===== src/rtl/rx78_pkg.sv =====
// Shared definitions for the VRAM arbiter.
//   PLANES_DEF / AW_DEF : default plane count and plane address width
//   gnt_e               : which requester owns the RAM port this cycle
//   clr_state_e         : clear engine states
package rx78_pkg;

    localparam int PLANES_DEF = 6;
    localparam int AW_DEF     = 13;

    typedef enum logic [1:0] {NONE, CPU, VDP, CLR} gnt_e;

    typedef enum logic {IDLE, CLEAR} clr_state_e;

endpackage


===== src/rtl/vram_bank_dec.sv =====
// Read-plane decoder: rd_bank value k (1..PLANES) selects plane k-1.
// Any other value selects no plane (all-zero output).
//   bank_i : 8-bit read plane select
//   sel_o  : PLANES-bit one-hot (or zero) plane enable
module vram_bank_dec
    import rx78_pkg::*;
#(
    parameter int PLANES = PLANES_DEF
) (
    input  logic [7:0]        bank_i,
    output logic [PLANES-1:0] sel_o
);

    for (genvar i = 0; i < PLANES; i++) begin : g_dec
        assign sel_o[i] = (bank_i == 8'(i + 1));
    end

endmodule


===== src/rtl/vram_arb.sv =====
// VRAM port arbiter for PLANES byte-wide planes sharing one address bus.
// Fixed priority VDP > clear engine > CPU, one RAM access per cycle.
// A grant drives ram_* combinationally in its cycle; the requester's ack
// (and read data taken from ram_q) appears the following cycle.
//   clk, reset        : clock, synchronous active-high reset
//   cpu_*             : CPU read/write port (level request, 1-cycle ack)
//   rd_bank / wr_bank : CPU read plane select / write plane mask
//   vdp_*             : video fetch of all planes at one address
//   clr_start/busy    : whole-VRAM zero fill
//   ram_*             : shared plane RAM interface (1-cycle read latency)
module vram_arb
    import rx78_pkg::*;
#(
    parameter int PLANES = PLANES_DEF,
    parameter int AW     = AW_DEF
) (
    input  logic                clk,
    input  logic                reset,
    input  logic                cpu_req,
    input  logic                cpu_we,
    input  logic [AW-1:0]       cpu_addr,
    input  logic [7:0]          cpu_din,
    input  logic [7:0]          rd_bank,
    input  logic [7:0]          wr_bank,
    output logic                cpu_ack,
    output logic [7:0]          cpu_q,
    input  logic                vdp_req,
    input  logic [AW-1:0]       vdp_addr,
    output logic                vdp_ack,
    output logic [8*PLANES-1:0] vdp_q,
    input  logic                clr_start,
    output logic                clr_busy,
    output logic [AW-1:0]       ram_addr,
    output logic [7:0]          ram_din,
    output logic [PLANES-1:0]   ram_ce,
    output logic [PLANES-1:0]   ram_we,
    input  logic [8*PLANES-1:0] ram_q
);

    gnt_e                gnt;
    clr_state_e          state_q, state_d;
    logic [AW-1:0]       cnt_q, cnt_d;
    logic [AW-1:0]       addr_q;
    logic [7:0]          din_q;
    logic                cpu_ack_q, vdp_ack_q, cpu_rd_q;
    logic [PLANES-1:0]   rd_sel, rd_sel_q;
    logic [7:0]          cpu_q_q, rd_byte;
    logic [8*PLANES-1:0] vdp_q_q;

    vram_bank_dec #(.PLANES(PLANES)) u_bank_dec (
        .bank_i (rd_bank),
        .sel_o  (rd_sel)
    );

    if (PLANES < 8) begin : g_unused
        logic unused_wr_bank;
        assign unused_wr_bank = ^wr_bank[7:PLANES];
    end

    // A requester whose ack is showing is not eligible, which caps each at
    // one access every two cycles and lets a level request drop on its ack.
    // The CPU is only served while the clear engine is idle.
    always_comb begin
        gnt = NONE;
        if (!reset) begin
            if (vdp_req && !vdp_ack_q)      gnt = VDP;
            else if (state_q == CLEAR)      gnt = CLR;
            else if (cpu_req && !cpu_ack_q) gnt = CPU;
        end
    end

    // Clear engine: the counter only advances on cycles it actually owns the
    // port, so VDP pre-emption never skips an address. A new clr_start
    // always restarts from zero, even mid-clear.
    always_comb begin
        state_d = state_q;
        cnt_d   = cnt_q;
        if (gnt == CLR) begin
            cnt_d = cnt_q + AW'(1);
            if (&cnt_q) state_d = IDLE;
        end
        if (clr_start) begin
            state_d = CLEAR;
            cnt_d   = '0;
        end
    end

    // With no grant the address/data buses keep their last driven value.
    always_comb begin
        ram_ce   = '0;
        ram_we   = '0;
        ram_addr = addr_q;
        ram_din  = din_q;
        case (gnt)
            VDP: begin
                ram_ce   = '1;
                ram_addr = vdp_addr;
            end
            CLR: begin
                ram_ce   = '1;
                ram_we   = '1;
                ram_addr = cnt_q;
                ram_din  = 8'h00;
            end
            CPU: begin
                ram_addr = cpu_addr;
                ram_din  = cpu_din;
                if (cpu_we) begin
                    ram_ce = wr_bank[PLANES-1:0];
                    ram_we = wr_bank[PLANES-1:0];
                end else begin
                    ram_ce = rd_sel;
                end
            end
            default: ;
        endcase
    end

    // Plane byte for the CPU read; zero when no plane was selected.
    always_comb begin
        rd_byte = 8'h00;
        for (int i = 0; i < PLANES; i++)
            if (rd_sel_q[i]) rd_byte = rd_byte | ram_q[8*i +: 8];
    end

    always_ff @(posedge clk) begin
        if (reset) begin
            state_q   <= IDLE;
            cnt_q     <= '0;
            addr_q    <= '0;
            din_q     <= '0;
            cpu_ack_q <= 1'b0;
            vdp_ack_q <= 1'b0;
            cpu_rd_q  <= 1'b0;
            rd_sel_q  <= '0;
            cpu_q_q   <= '0;
            vdp_q_q   <= '0;
        end else begin
            state_q   <= state_d;
            cnt_q     <= cnt_d;
            cpu_ack_q <= (gnt == CPU);
            vdp_ack_q <= (gnt == VDP);
            if (gnt != NONE) begin
                addr_q <= ram_addr;
                din_q  <= ram_din;
            end
            if (gnt == CPU) begin
                cpu_rd_q <= !cpu_we;
                rd_sel_q <= rd_sel;
            end
            if (cpu_ack_q && cpu_rd_q) cpu_q_q <= rd_byte;
            if (vdp_ack_q)             vdp_q_q <= ram_q;
        end
    end

    // Read data is live from ram_q during the ack and held afterwards.
    assign cpu_ack  = cpu_ack_q;
    assign vdp_ack  = vdp_ack_q;
    assign cpu_q    = (cpu_ack_q && cpu_rd_q) ? rd_byte : cpu_q_q;
    assign vdp_q    = vdp_ack_q ? ram_q : vdp_q_q;
    assign clr_busy = (state_q == CLEAR);

endmodule


===== config.mk =====
export PLATFORM = sky130hd
export DESIGN_NAME = vram_arb
export DESIGN_NICKNAME = d
export VERILOG_FILES = /design/src/rtl/rx78_pkg.sv /design/src/rtl/vram_bank_dec.sv /design/src/rtl/vram_arb.sv
export SDC_FILE = /design/constraint.sdc
export NUM_CORES = 1
export LEC_CHECK = 0
export ABC_CLOCK_PERIOD_IN_PS = 5440
export CORE_MARGIN = 2
export CORE_UTILIZATION = 46
export DETAILED_ROUTE_END_ITERATION = 10
export GPL_ROUTABILITY_DRIVEN = 1
export PLACE_DENSITY = 0.82
export SYNTH_ARGS = -nofsm -noshare
export SYNTH_HDL_FRONTEND = slang
export SYNTH_SLANG_ARGS = --single-unit

===== constraint.sdc =====
create_clock -name clk -period 5.44 [get_ports clk]
set_input_delay 0.816 -clock clk [delete_from_list [all_inputs] [get_ports clk]]
set_output_delay 0.816 -clock clk [all_outputs]
set_load 0.01 [all_outputs]

==> results.yml <==
outcome:
  outcome: "complete, no violations"
clocking:
  cts-root-buf: "clkbuf_8"
  cts_resized: 0
  cts_tree: "yes"
  post_cts_buffers: 0
  cts.hold.buffers_added: 0
  clockBufferDepth: 2
  cts_inserted_buffers: 9
  htreeDepth: 3
  cts.sinks: 100
  cts.clk_slew.worst_paths_ns: 0.09
  insertion_delay_ns: 0.37
pwr:
  p_int_mw: 1.14
  clkPwrFrac: 0.282
  switching_share: 0.276
  p_per_area_nw_per_um2: 230
  ir_drop_v: 0.000117
  p_total_mw: 1.57
  power.static_leakage_nw: 2.64
  switching_power_mw: 0.434
  seq_power_share: 0.491
  pwr-share-comb: 0.227
timing:
  worst_slew_pin_slew_ns: 1.06
  fin_skew_ns: 0.0164
  finalMaxSlewViolations: 0
  setup_viol: 0
  timing.fmax_mhz: 217
  finalCritPeriodShare: 0.848
  finalHoldViolCount: 0
  max-slew-margin-rel: 0.286
  fin_tns_setup_ns: 0
  rsz0062_at_grt: "false"
  min_period_ns: 4.61
worst_setup_path:
  cp.required_ns: 4.62
  cp_cell_sequence: "clkdlybuf4s50_1 -> nor2b_1 -> buf_4 -> or4_1 -> inv_2 -> nand3b_1 -> o221ai_1 -> clkdlybuf4s50_1"
  critPathLaunchType: "input pin"
  worstPathMaxFanout: 33
  critical_path.slowest_cell: "or4_1"
  cp-end-kind: "output pin"
  path_class: "in2out"
  cp_slowest_stage_delay_ns: 0.71
  crit_path_frequent_cell: "clkdlybuf4s50_1"
  worstPathArrival_ns: 3.80
synth:
  synth_nets: 622
  synth-edff-count: 0
  synthXorXnorAreaFrac: 0.00750
  synth.distinct_cells: 45
  synth_fa_ha_area_frac: 0.00268
  synth_top_family_by_area: "simple AND/OR/NAND/NOR gates"
  synth_area_per_cell_um2: 9.04
  synth_compound_area_frac: 0.167
  synth_seq_cells: 100
  syn_inst: 517
  yosysSeqAreaShare: 0.428
  synthMuxAreaShare: 0.122
  ys.flop_type: "dfxtp_1"
  yosys_warnings: 0
  synth_area_um2: 4670
  async_flop_share: 0
  synth-simple-area-share: 0.232
global_routing:
  antenna_found_initial: 0
  grt_pass1_vias: 4603
  grt.total_usage: 0.269
  grt_max_degree: 55
  grt_pass1_wl_mm: 23.8
  overflow: 0
detailed_routing:
  dr.pass1.iters: 5
  vias: 4656
  postRouteAntennaNets: 0
  drt_iter0_markers: 216
  drc: 0
  drt_wl_total_mm: 15.0
  vias_per_cell: 5.66
  wire_per_inst_um: 18.2
layout:
  drive_gt1_frac: 0.113
  post-route-util: 0.696
  diodes: 0
  synthToLayoutAreaGrowth_pct: 46.3
  fin_nets: 790
  seqCellArea_um2: 2000
  multi_input_area_um2: 2490
  n_fill_cell: 799
flow_run:
  cap_violations: 0
floorplanning:
  coreArea_um2: 9820
  die-area_um2: 11000
  die_w_um: 105
  dieHeight_um: 105
  io-pin-count: 196
  start_util: 0.476
  rows: 36
placement:
  gp_congestion: 0.845
  io_buffers: 193
  dpl.hpwl_mm: 11.3
min_path:
  min_path_type: "reg2reg"
==> cells in the mapped netlist, types with 5 or more instances <==
master      n  area (µm²)
a211oi_1   26         195
a21oi_1    26         130
a221oi_1    8        70.1
a22o_1      8        70.1
a22oi_1    17         128
a31oi_1     9        56.3
and2_1     65         407
and3_1     25         156
buf_1       5        18.8
clkbuf_1   33         124
dfxtp_1   100        2000
mux2_2     48         541
nand2_1    21        78.8
nand3_1    13        65.1
nand4_1     5        31.3
nor2_1     49         184
o21ai_0     9        45.0
or3_1       6        37.5
==> worst max-delay path, delay by kind of cell <==
kind                   cells  cell delay [ns]
AO/OA/AOI/OAI              1             0.23
buffers and inverters      4             1.67
AND/OR/NAND/NOR            3             1.05
==> cell type report <==
| type | instances | share of cell area |
|---|---|---|
| multi-input combinational | 370 | 0.364 |
| sequential | 100 | 0.293 |
| timing repair buffer | 199 | 0.289 |
| tap | 133 | 0.0243 |
| clock buffer | 9 | 0.0181 |
| clock inverter | 7 | 0.00860 |
| inverter | 5 | 0.00274 |
==> cells by family (layout without fill, tap and decap cells) <==
group | count (synthesis) | after routing
xor+xnor | 4 | 4
simple gates | 201 | 201
buf+inv | 47 | 220
compound gates | 113 | 113
mux | 51 | 51
flops | 100 | 100
fa+ha+maj | 1 | 1
==> cell usage in the layout (no fill, tap or decap), types with 4 or more instances in the layout <==
master,netlist,layout
clkdlybuf4s50_1,0,193
dfxtp_1,100,99
and2_1,65,65
nor2_1,49,49
mux2_2,48,48
a211oi_1,26,26
a21oi_1,26,26
and3_1,25,25
nand2_1,21,21
a22oi_1,17,17
nand3_1,13,13
o21ai_0,9,9
clkbuf_8,0,9
a22o_1,8,8
a221oi_1,8,8
a31oi_1,9,8
or3_1,6,6
buf_4,2,6
nand4_1,5,5
nor2b_1,4,4
==> power by group through the flow <==
stage	Sequential (mW)	Clock, mW	Combinational (mW)
finish	0.772	0.444	0.356
global route	0.775	0.478	0.380
CTS	0.771	0.450	0.356
detailed placement	0.788	0	0.353
global placement	0.786	0	0.347
floorplan	0.784	0	0.151
==> stage by stage <==
stage          area [µm²]  instances  hold slack [ns]  setup WS, ns
3_3_place_gp         6660        807            0.472         0.872
3_5_place_dp         6660        807            0.485         0.852
2_1_floorplan        4670        517            0.452          2.17
6_report             6840        823            0.502         0.826
5_1_grt              6840        823            0.534         0.643
4_1_cts              6840        823            0.498         0.828
==> registers in the layout (all words and copies together) (netlist names) <==
| name | count |
|---|---|
| din_q | 8 |
| vdp_ack | 1 |
| rd_sel_q | 6 |
| addr_q | 13 |
| vdp_q_q | 48 |
| cpu_rd_q | 1 |
| cpu_ack | 1 |
| cpu_q_q | 8 |
| clr_busy | 1 |
| cnt_q | 13 |
==> worst paths after layout <==
check	from	to	slack [ns]	cells after the start
min reg2reg	cnt_q[12]$_SDFFE_PP0N_	cnt_q[12]$_SDFFE_PP0N_	0.50	2
min	cnt_q[12]$_SDFFE_PP0N_	cnt_q[12]$_SDFFE_PP0N_	0.50	2
max reg2reg	clr_busy$_SDFFE_PP0P_	addr_q[7]$_SDFFE_PP0P_	3.02	4
max	vdp_req	ram_ce[5]	0.83	8
==> per-layer routing <==
layer	track usage	wire length (µm)	part of all wire
met1	0.341	6270	0.42
met2	0.455	7290	0.49
met5	0	0	0
met3	0.0593	1170	0.078
met4	0.0857	266	0.018
Power figures use the tool's default switching activity.
